===== config.mk =====
export PLATFORM = sky130hd
export DESIGN_NAME = des_cbc_ctrl_flat
export DESIGN_NICKNAME = d
export VERILOG_FILES = /design/src/rtl/des_pkg.sv /design/src/rtl/des_cbc_ctrl_if.sv /design/src/rtl/des_cbc_ctrl.sv /design/src/flat_wrapper.sv
export SDC_FILE = /design/constraint.sdc
export NUM_CORES = 1
export LEC_CHECK = 0
export BUFFER_PORTS_ARGS = -buffer_cell sky130_fd_sc_hd__buf_2
export CORE_AREA = 2 2 177 179
export DETAILED_ROUTE_END_ITERATION = 16
export DIE_AREA = 0 0 179 181
export HOLD_SLACK_MARGIN = 0.03
export PLACE_DENSITY = 0.86
export REMOVE_ABC_BUFFERS = 1
export SLEW_MARGIN = 20
export SYNTH_ARGS = -nofsm -noshare
export SYNTH_HDL_FRONTEND = slang
export SYNTH_SLANG_ARGS = --single-unit

===== constraint.sdc =====
create_clock -name clk -period 3.6 [get_ports clk]
set_input_delay 0.18 -clock clk [delete_from_list [all_inputs] [get_ports clk]]
set_output_delay 0.18 -clock clk [all_outputs]
set_load 0.01 [all_outputs]

===== src/rtl/des_pkg.sv =====
// rtl/des_pkg.sv - shared widths and controller state encoding for the DES block-chaining path
package des_pkg;
  localparam int DES_BLK_W = 64;
  localparam int DES_KEY_W = 64;

  typedef enum logic [1:0] {
    ST_IDLE  = 2'd0,
    ST_ISSUE = 2'd1,
    ST_WAIT  = 2'd2,
    ST_OUT   = 2'd3
  } des_state_t;
endpackage


===== src/rtl/des_cbc_ctrl_if.sv =====
// rtl/des_cbc_ctrl_if.sv - plaintext-in / ciphertext-out block streams of the chaining controller
interface des_cbc_ctrl_if;
  import des_pkg::*;

  logic                 in_valid;
  logic                 in_ready;
  logic [DES_BLK_W-1:0] in_data;
  logic                 in_last;
  logic                 out_valid;
  logic                 out_ready;
  logic [DES_BLK_W-1:0] out_data;
  logic                 out_last;

  modport master (
    output in_valid, in_data, in_last, out_ready,
    input  in_ready, out_valid, out_data, out_last
  );

  modport slave (
    input  in_valid, in_data, in_last, out_ready,
    output in_ready, out_valid, out_data, out_last
  );
endinterface


===== src/rtl/des_cbc_ctrl.sv =====
// rtl/des_cbc_ctrl.sv - CBC/ECB block former feeding the DES core, one block in flight
module des_cbc_ctrl
  import des_pkg::*;
#(
  parameter bit CBC_EN  = 1'b1,
  parameter int TIMEOUT = 64
) (
  input  logic                 clk,
  input  logic                 rst_n,
  des_cbc_ctrl_if.slave        strm,
  input  logic [DES_KEY_W-1:0] key_din,
  input  logic [DES_BLK_W-1:0] iv_din,
  input  logic                 iv_load,
  output logic [DES_BLK_W-1:0] des_plain,
  output logic [DES_KEY_W-1:0] des_key,
  output logic                 des_start,
  input  logic [DES_BLK_W-1:0] des_cipher,
  input  logic                 des_valid,
  output logic                 busy,
  output logic                 err
);
  localparam int CNT_W = $clog2(TIMEOUT + 1);

  des_state_t           state_q, state_d;
  logic                 init_q;
  logic [DES_BLK_W-1:0] chain_q, iv_q, plain_q, out_data_q;
  logic [DES_KEY_W-1:0] key_q;
  logic                 last_q, out_last_q, dv_q, err_q;
  logic [CNT_W-1:0]     cnt_q;
  logic                 in_ready_c, accept, capture, timed_out;
  logic [DES_BLK_W-1:0] chain_src;

  assign accept    = in_ready_c & strm.in_valid;
  assign capture   = des_valid & ~dv_q;
  assign timed_out = (cnt_q == CNT_W'(TIMEOUT));
  // A coinciding iv_load must already chain the block being accepted.
  assign chain_src = iv_load ? iv_din : chain_q;

  always_ff @(posedge clk or negedge rst_n) begin
    if (!rst_n) state_q <= ST_IDLE;
    else        state_q <= state_d;
  end

  always_comb begin
    state_d = state_q;
    case (state_q)
      ST_IDLE:  if (accept) state_d = ST_ISSUE;
      ST_ISSUE: state_d = ST_WAIT;
      ST_WAIT: begin
        if (timed_out)    state_d = ST_IDLE;
        else if (capture) state_d = ST_OUT;
      end
      ST_OUT:   if (strm.out_ready) state_d = ST_IDLE;
      default:  state_d = ST_IDLE;
    endcase
  end

  always_comb begin
    in_ready_c     = (state_q == ST_IDLE) & init_q;
    des_start      = (state_q == ST_ISSUE);
    strm.out_valid = (state_q == ST_OUT);
    busy           = (state_q != ST_IDLE);
  end

  always_ff @(posedge clk or negedge rst_n) begin
    if (!rst_n) begin
      init_q     <= 1'b0;
      chain_q    <= '0;
      iv_q       <= '0;
      plain_q    <= '0;
      key_q      <= '0;
      out_data_q <= '0;
      last_q     <= 1'b0;
      out_last_q <= 1'b0;
      dv_q       <= 1'b0;
      err_q      <= 1'b0;
      cnt_q      <= '0;
    end else begin
      init_q <= 1'b1;
      dv_q   <= des_valid;
      case (state_q)
        ST_IDLE: begin
          if (iv_load) begin
            iv_q    <= iv_din;
            chain_q <= iv_din;
          end
          if (accept) begin
            plain_q <= CBC_EN ? (strm.in_data ^ chain_src) : strm.in_data;
            key_q   <= key_din;
            last_q  <= strm.in_last;
          end
        end
        ST_ISSUE: cnt_q <= '0;
        ST_WAIT: begin
          if (!timed_out) begin
            cnt_q <= cnt_q + 1'b1;
            if (capture) begin
              out_data_q <= des_cipher;
              chain_q    <= des_cipher;
              out_last_q <= last_q;
            end else if (cnt_q == CNT_W'(TIMEOUT - 1)) begin
              err_q <= 1'b1;
            end
          end
        end
        ST_OUT: begin
          // End of message: the next block restarts chaining from the IV.
          if (strm.out_ready && last_q) chain_q <= iv_q;
        end
        default: ;
      endcase
    end
  end

  assign strm.in_ready = in_ready_c;
  assign strm.out_data = out_data_q;
  assign strm.out_last = out_last_q;
  assign des_plain     = plain_q;
  assign des_key       = key_q;
  assign err           = err_q;
endmodule


===== src/flat_wrapper.sv =====
// flat-port wrapper written by rule: the top's interface ports become plain ports
module des_cbc_ctrl_flat import des_pkg::*;
#(
  parameter bit CBC_EN  = 1'b1,
  parameter int TIMEOUT = 64
)
  (clk, rst_n, key_din, iv_din, iv_load, des_plain, des_key, des_start, des_cipher, des_valid, busy, err, strm_in_valid, strm_in_data, strm_in_last, strm_out_ready, strm_in_ready, strm_out_valid, strm_out_data, strm_out_last);
  des_cbc_ctrl_if strm_i ();
  input  logic clk;
  input  logic rst_n;
  input  logic [DES_KEY_W-1:0] key_din;
  input  logic [DES_BLK_W-1:0] iv_din;
  input  logic iv_load;
  output logic [DES_BLK_W-1:0] des_plain;
  output logic [DES_KEY_W-1:0] des_key;
  output logic des_start;
  input  logic [DES_BLK_W-1:0] des_cipher;
  input  logic des_valid;
  output logic busy;
  output logic err;
  input wire logic [$bits(strm_i.in_valid)-1:0] strm_in_valid;
  input wire logic [$bits(strm_i.in_data)-1:0] strm_in_data;
  input wire logic [$bits(strm_i.in_last)-1:0] strm_in_last;
  input wire logic [$bits(strm_i.out_ready)-1:0] strm_out_ready;
  output wire logic [$bits(strm_i.in_ready)-1:0] strm_in_ready;
  output wire logic [$bits(strm_i.out_valid)-1:0] strm_out_valid;
  output wire logic [$bits(strm_i.out_data)-1:0] strm_out_data;
  output wire logic [$bits(strm_i.out_last)-1:0] strm_out_last;
  assign strm_i.in_valid = strm_in_valid;
  assign strm_i.in_data = strm_in_data;
  assign strm_i.in_last = strm_in_last;
  assign strm_i.out_ready = strm_out_ready;
  assign strm_in_ready = strm_i.in_ready;
  assign strm_out_valid = strm_i.out_valid;
  assign strm_out_data = strm_i.out_data;
  assign strm_out_last = strm_i.out_last;
  des_cbc_ctrl #(.CBC_EN(CBC_EN), .TIMEOUT(TIMEOUT)) u_core (.clk(clk), .rst_n(rst_n), .strm(strm_i), .key_din(key_din), .iv_din(iv_din), .iv_load(iv_load), .des_plain(des_plain), .des_key(des_key), .des_start(des_start), .des_cipher(des_cipher), .des_valid(des_valid), .busy(busy), .err(err));
endmodule

# Yosys cells after proc, flatten, opt, wreduce, memory -nomap -nowiden
# Index checks and enable logic that the tools add are counted.
dict set report classes {
  n_bitwise 7
  n_reduce_logical 12
  addsub 1
  muxes 12
  eq_ne 11
}
# operator n
set ops {}
lappend ops {{$mux W64} 4}
lappend ops {{$pmux W64 S3} 1}
lappend ops {{$xor A64 B64 Y64} 1}
lappend ops {{$pmux W7 S2} 1}
lappend ops {{$mux W2} 4}
lappend ops {{$pmux W2 S4} 1}
lappend ops {{$reduce_and A4 Y1} 2}
lappend ops {{$add A7 B1 Y7 const B} 1}
lappend ops {{$eq A7 B6 Y1 const B} 1}
lappend ops {{$eq A7 B7 Y1 const B} 1}
lappend ops {{$mux W7} 1}
lappend ops {{$ne A2 B1 Y1 const B} 3}
lappend ops {{$reduce_and A2 Y1} 3}
lappend ops {{$reduce_and A3 Y1} 2}
lappend ops {{$eq A2 B2 Y1 const B} 2}
lappend ops {{$ne A2 B2 Y1 const B} 2}
lappend ops {{$reduce_bool A2 Y1} 2}
lappend ops {{$and A1 B1 Y1} 3}
lappend ops {{$ne A3 B1 Y1 const B} 1}
lappend ops {{$not A1 Y1} 3}
lappend ops {{$reduce_bool A3 Y1} 1}
lappend ops {{$eq A2 B1 Y1 const B} 1}
lappend ops {{$logic_not A2 Y1} 1}
lappend ops {{$logic_and A1 B1 Y1} 1}
dict set report totals {
  output_inout_bits 198
  wordCells 55
  regBits 334
  in_bits 263
}

# Longest topological paths before layout
# Gate-level depths: netlist of the first run.
dict set report logic_depth {
  depth_word 5
  mapped_depth 8
  ltp_nobuf 6
}

# Least setup slack after synthesis of the first run
# Ideal clock, no wire load.
dict set report synth_path {
  kind {register to register}
  start {register u_core.cnt_q[2]}
  end {register u_core.out_data_q[56], in the netlist u_core.strm.out_data[56]}
  t_arrival_ps 1867
  required_time_ps 3475
  path_buffers 2
  period_less_slack_ps 1991
  setup_ps 125
  setup_slack_ps 1609
  path_stages_with_launch 6
  cell_sequence {dfrtp_1 > or4b_1 > o21ai_2 > buf_6 > buf_2 > mux2_2}
}
dict set report synth_via {
  elab_chain_len 3
}
# item line
set synth_lines {}
lappend synth_lines {{start, declared} des_cbc_ctrl.sv:29} ;# logic [CNT_W-1:0] cnt_q;
lappend synth_lines {{start signal, assigned} des_cbc_ctrl.sv:96} ;# cnt_q <= cnt_q + 1'b1;
lappend synth_lines {{$eq A7 B7 Y1} des_cbc_ctrl.sv:35} ;# assign timed_out = (cnt_q == CNT_W'(TIMEOUT));
lappend synth_lines {{$not A1 Y1 (no source line)} -}
lappend synth_lines {{$reduce_and A3 Y1 (no source line)} -}
lappend synth_lines {{end signal, assigned} des_cbc_ctrl.sv:98} ;# out_data_q <= des_cipher;
lappend synth_lines {{end, declared} des_cbc_ctrl.sv:26} ;# logic [DES_BLK_W-1:0] chain_q, iv_q, plain_q, out_data_q;
# Every way passes these cells.
# A chain may end at the register's enable or synchronous reset.

# Worst setup path after layout of the first run
dict set report layout_path {
  start {register u_core.state_q[0]}
  end {output port des_start}
}
dict set report layout_via {
  elab_chain_len 1
}
# item line
set layout_lines {}
lappend layout_lines {{start, declared} des_cbc_ctrl.sv:24} ;# des_state_t state_q, state_d;
lappend layout_lines {{start signal, assigned} des_cbc_ctrl.sv:41} ;# else state_q <= state_d;
lappend layout_lines {{$eq A2 B1 Y1} des_cbc_ctrl.sv:60} ;# des_start = (state_q == ST_ISSUE);
lappend layout_lines {{end, declared} flat_wrapper.sv:16} ;# output logic des_start;
# Every way passes these cells.

==> impl_metrics.env, run 1 <==
export IMPL_cts_tree="built"
export IMPL_die_w_um=179
export IMPL_drc=0
export IMPL_finalPower_mw=16.6
export IMPL_yosysTopAreaCell="dfrtp_1"
export IMPL_dr_total_vias=13400
export IMPL_postSynthCellCount=1253
export IMPL_viasPerCell=5.69
export IMPL_cts_root_buffer="clkbuf_16"
export IMPL_cts_htree_levels=2
export IMPL_synth_main_ff_cell="dfrtp_1"
export IMPL_relSlewSlack=0.446
export IMPL_syn_to_final_growth_pct=43.1
export IMPL_yosys_warnings=0
export IMPL_drive_gt1_frac=0.341
export IMPL_dr_pass1_iters=5
export IMPL_maxCapViolCount=0
export IMPL_netlist_area_leader_share=0.569
export IMPL_io_buffers=460
export IMPL_place_ws_ps=924
export IMPL_synth_most_common_cell="dfrtp_1"
export IMPL_grt_pass1_wl_mm=77.5
export IMPL_cts_buffer_depth=3
export IMPL_final_nets=2201
export IMPL_numCtsBuffers=37
export IMPL_grt_max_degree=132
export IMPL_synth_area_leaders="dfrtp_1 (57%), mux2_2 (10%), mux2i_1 (8.9%)"
export IMPL_worstSetupEndpointType="output port"
export IMPL_clock_skew_ps=16.1
export IMPL_cts_sinks=334
export IMPL_synth_edf_count=0
export IMPL_core_area_sq_um=30300
export IMPL_n_fill_cell=1907
export IMPL_fin_crit_sh=0.782
export IMPL_yosysSeqAreaShare=0.569
export IMPL_gr_total_overflow=0
export IMPL_routabilityCongestion=0.827
export IMPL_clock_fmax_ghz=0.355
export IMPL_rows=64
export IMPL_wl_mm=50.3
export IMPL_synth_cell_types=38
export IMPL_fin_ws_ps=786
export IMPL_fp_dieH_um=181
export IMPL_grt_use_total=0.307
export IMPL_drtAntennaViolNets=0
export IMPL_worstMarginPinSlew_ps=831
export IMPL_synth_common_cells="dfrtp_1 (334), nand2_1 (262), mux2i_1 (131), mux2_2 (130), o21ai_0 (69)"
export IMPL_p_per_area_nw_per_um2=789
export IMPL_start_util=0.484
export IMPL_status="complete, no violations"
export IMPL_rsz0062_at_grt="no"
export IMPL_cts_reportedPaths_clkPinSlew_ps=60
export IMPL_drt_iter0_markers=1174
export IMPL_cp_arrival_ps=2630
export IMPL_grt_pass1_vias=14500
export IMPL_wl_per_cell_um=21.4
export IMPL_path_max_fanout=42
export IMPL_die_area_sq_um=32400
export IMPL_cp_data_required_time_ps=3420
export IMPL_layout_min_cycle_time_ps=2810
export IMPL_syn_area_sq_um=14700
export IMPL_clock_latency_ps=500
export IMPL_peakVddDrop_mv=0.501
export IMPL_cp_start_kind="flop"
export IMPL_synthArstFlopShare=1.00
export IMPL_place_hpwl_mm=28.3
export IMPL_ctsResizeCount=0
export IMPL_synth_seq_cells=334
export IMPL_final_setup_viol_count=0
export IMPL_avgSynthCellArea_sq_um=11.7
export IMPL_drv_slew=0
export IMPL_hold_viol=0
export IMPL_worstSetupPathType="reg2out"
export IMPL_io_pin_count=461
export IMPL_hp_class="in2reg"
export IMPL_antenna_found_initial=1
export IMPL_p_leak_nw=10.4
==> cell families (layout without fill, tap and decap cells) <==
logic type	after synthesis	in the layout	synth area share
muxes	261	261	0.189
AOI/OAI and AO/OA	211	211	0.0957
other	1	3	0.000255
xor gates and xnor gates	64	64	0.0382
adders and majority gates	2	2	0.00170
DFF	334	334	0.569
and+or+nand+nor	287	287	0.0773
buffers and inverters	93	796	0.0290
==> sequential cells by signal (all words and copies together) (netlist names) <==
| signal | cells |
|---|---|
| u_core.cnt_q | 7 |
| u_core.chain_q | 64 |
| u_core.dv_q | 1 |
| u_core.iv_q | 64 |
| u_core.state_q | 2 |
| u_core.des_plain | 64 |
| u_core.des_key | 64 |
| u_core.strm.out_data | 64 |
| u_core.last_q | 1 |
| u_core.init_q | 1 |
| u_core.err | 1 |
| u_core.strm.out_last | 1 |
==> worst max-delay path, stage by stage, from the launching register on <==
cell,delay (ps)
dfrtp_4,870
buf_4,700
nor2b_1,270
buf_2,170
==> stage by stage <==
step | instance area (sq um) | TNS [ps] | hold slack [ps] | cells | utilization
floorplan | 14300 | -716580 | -116 | 1165 | -
global placement | 17300 | 0 | 296 | 2039 | 0.572
detailed placement | 17300 | 0 | 295 | 2039 | 0.572
CTS | 21000 | 0 | 34.6 | 2352 | 0.693
global route | 21000 | 0 | 53.8 | 2353 | 0.693
finish | 21000 | 0 | 57.9 | 2354 | 0.693
==> placed cells by master, fill, tap and decap left out, types with 13 or more instances in the layout <==
master | synthesis | final
a21oi_1 | 67 | 67
a221o_1 | 64 | 64
buf_2 | 11 | 458
buf_4 | 15 | 13
clkbuf_16 | 0 | 37
dfrtp_1 | 334 | 333
dlygate4sd3_1 | 0 | 254
mux2_2 | 130 | 130
mux2i_1 | 131 | 131
nand2_1 | 262 | 261
o21ai_0 | 69 | 69
xor2_1 | 64 | 64
==> power by group <==
group	internal (mW)	total (mW)	switching, mW	leakage, nW
clock network	2.15	3.65	1.50	0.561
registers	5.58	6.87	1.29	4.10
logic	2.84	6.07	3.23	5.77
==> routing by layer <==
layer	up-vias	track usage	share of wire
met1	6492	0.329	0.34
met5	-	0	0
met4	0	0.199	0.070
met3	258	0.0627	0.080
li1	5749	-	-
met2	903	0.543	0.51
==> repair_timing <==
item,CTS,global route
endpoints found under the hold margin,415,0
setup buffers,0,0
hold buffers,254,0
==> area by class of cell <==
| type | instances | area [sq um] | area share |
|---|---|---|---|
| Sequential cell | 334 | 8360 | 0.398 |
| Multi-Input combinational cell | 826 | 5940 | 0.283 |
| Timing Repair Buffer | 732 | 5070 | 0.241 |
| Clock buffer | 51 | 1040 | 0.0494 |
| Tap cell | 396 | 495 | 0.0236 |
| Clock inverter | 8 | 93.8 | 0.00446 |
| Inverter | 5 | 18.8 | 0.000893 |
| Antenna cell | 2 | 5.00 | 0.000238 |
==> path summary, 6_finish.rpt <==
kind / start / end / slack [ps] / cells past startpoint
hold reg to reg: u_core.iv_q[22] / u_core.iv_q[22] / 480 / 2
setup / recovery: u_core.state_q[0] / des_start / 790 / 3
max in group asynchronous: rst_n / u_core.des_plain[22] / 2320 / 3
min in group asynchronous: rst_n / u_core.des_plain[27] / 340 / 2
hold / removal: strm_in_data[15] / u_core.des_plain[15] / 60 / 3
setup reg to reg: u_core.state_q[0] / u_core.chain_q[47] / 850 / 5
(Power assumes the default switching activity.)
==> inputs of run 2 (changes only) <==
Settings changed: CORE_AREA 2 2 177 179 to not set, CORE_MARGIN set to 2, CORE_UTILIZATION set to 46, DIE_AREA 0 0 179 181 to not set.
Clock period 3.6 ns to 2.3 ns, I/O delays scaled along.
==> run 2 against run 1 <==
Flip-flop and latch count unchanged. Global-route usage down 0.51 points. Routed wire length up 2.1%. Combinational power up 63%. Total power up 61%. Design area up 2.2%. First-iteration DRC count down 18%. Via count up 0.75%. Setup slack worse by 710 ps. Clock-buffer cell count up 3. Largest power group unchanged.
==> impl_metrics.env, run 2 (same netlist as run 1, synthesis figures left out) <==
export IMPL_status="complete, no violations"
export IMPL_fin_ws_ps=80.8
export IMPL_rsz0062_at_grt="no"
export IMPL_cp_arrival_ps=2660
export IMPL_peakVddDrop_mv=0.762
export IMPL_final_setup_viol_count=0
export IMPL_layout_commonest_cell="buf_2"
export IMPL_cts_sinks=334
export IMPL_path_max_fanout=30
export IMPL_finalPower_mw=26.7
export IMPL_die_w_um=183
export IMPL_cts_reportedPaths_clkPinSlew_ps=70
export IMPL_tns_ps=0
export IMPL_fin_hold_ws_ps=111
export IMPL_rows=65
export IMPL_antenna_found_initial=5
export IMPL_cts_buffer_depth=3
export IMPL_cts_htree_levels=2
export IMPL_maxCapViolCount=0
export IMPL_grt_max_degree=91
export IMPL_grt_pass1_vias=14800
export IMPL_worstMarginPinSlew_ps=826
export IMPL_worstSetupPathType="reg2reg"
export IMPL_start_util=0.467
export IMPL_grt_use_total=0.302
export IMPL_io_pin_count=461
export IMPL_p_leak_nw=10.6
export IMPL_grt_pass1_wl_mm=79.3
export IMPL_drtAntennaViolNets=0
export IMPL_fp_dieH_um=183
export IMPL_worstSetupEndpointType="flop"
export IMPL_routabilityCongestion=0.815
export IMPL_drt_iter0_markers=965
export IMPL_dr_pass1_iters=5
export IMPL_cts_tree="built"
export IMPL_relSlewSlack=0.450
export IMPL_p_per_area_nw_per_um2=1240
export IMPL_io_buffers=460
export IMPL_hp_class="in2async"
export IMPL_clock_skew_ps=23.1
export IMPL_place_hpwl_mm=29.3
export IMPL_cp_start_kind="flop"
export IMPL_drc=0
export IMPL_gr_total_overflow=0
export IMPL_final_nets=2224
export IMPL_viasPerCell=5.64
export IMPL_clock_fmax_ghz=0.451
export IMPL_wl_mm=51.4
export IMPL_cts_root_buffer="clkbuf_16"
export IMPL_layout_common_cells="buf_2 (458), dfrtp_1 (333), nand2_1 (261)"
export IMPL_drive_gt1_frac=0.349
export IMPL_fin_crit_sh=0.965
export IMPL_drv_slew=0
export IMPL_place_ws_ps=44.0
export IMPL_hold_viol=0
export IMPL_dr_total_vias=13500
export IMPL_clock_latency_ps=520
export IMPL_syn_to_final_growth_pct=46.3
export IMPL_die_area_sq_um=33400
export IMPL_wl_per_cell_um=21.5
export IMPL_core_area_sq_um=31500
export IMPL_layout_min_cycle_time_ps=2220
export IMPL_numCtsBuffers=38
export IMPL_cp_data_required_time_ps=2750
run 2: cell count changes in the layout (fill, tap and decap cells not counted), sizes merged:
cell / change
clkbuf: +3
clkinv: +2
inv: +1
diode: +4
clkinvlp: +1
bufinv: +1
buf: +16
dlygate4sd3: +6
run 2: final timing paths:
check | startpoint | endpoint | slack, ps | depth (start not counted)
setup reg to reg | u_core.cnt_q[3] | u_core.chain_q[55] | 80 | 6
hold reg to reg | u_core.err | u_core.err | 460 | 1
min in group clk | strm_in_valid | u_core.state_q[0] | 200 | 4
max in group asynchronous | rst_n | u_core.iv_q[37] | 1400 | 3
hold / removal | rst_n | u_core.strm.out_data[26] | 110 | 2
setup / recovery | u_core.cnt_q[3] | u_core.chain_q[55] | 80 | 6
run 2: per-layer routing:
metal | global-route usage | up-vias | part of all wire
met5 | 0 | - | 0
met4 | 0.190 | 0 | 0.062
met3 | 0.0609 | 245 | 0.072
met2 | 0.539 | 870 | 0.52
met1 | 0.329 | 6596 | 0.35
li1 | - | 5792 | -
run 2: where the power goes:
group          internal (mW)  leakage, nW  switching (mW)
combinational           4.61         5.92            5.30
sequential              8.74         4.10            1.87
clock                   3.72        0.626            2.49
total                   17.1         10.6            9.66
run 2: area by class of cell:
| type | instances | area [sq um] |
|---|---|---|
| fillers | 2043 | 9980 |
| flip-flops and latches | 334 | 8360 |
| multi-input cells | 826 | 5950 |
| repair buffers | 754 | 5360 |
| clock buffers | 54 | 1110 |
| well taps | 402 | 503 |
| clock inverters | 13 | 165 |
| inverters | 5 | 18.8 |
| diodes | 6 | 15.0 |
run 2: worst max-delay path, cell delays in order (launching register included):
cell	delay, ps
dfrtp_1	420
or4b_4	570
o21ai_4	270
buf_4	180
and3_2	250
buf_12	210
a221o_1	240
run 2: stage by stage:
stage	utilization	cell area, sq um	cells
final	0.683	21500	2394
after global routing	0.683	21500	2393
after CTS	0.682	21500	2388
after detailed placement	0.559	17600	2061
after global placement	0.559	17600	2061
after floorplan	-	14300	1165
run 2: timing repair:
| item | in CTS | in global routing |
|---|---|---|
| hold endpoints to repair | 659 | 0 |
| setup endpoints to repair | 0 | 56 |
| buffers inserted | 0 | 0 |
| hold buffers | 260 | 0 |
| gates resized for setup | 0 | 2 |
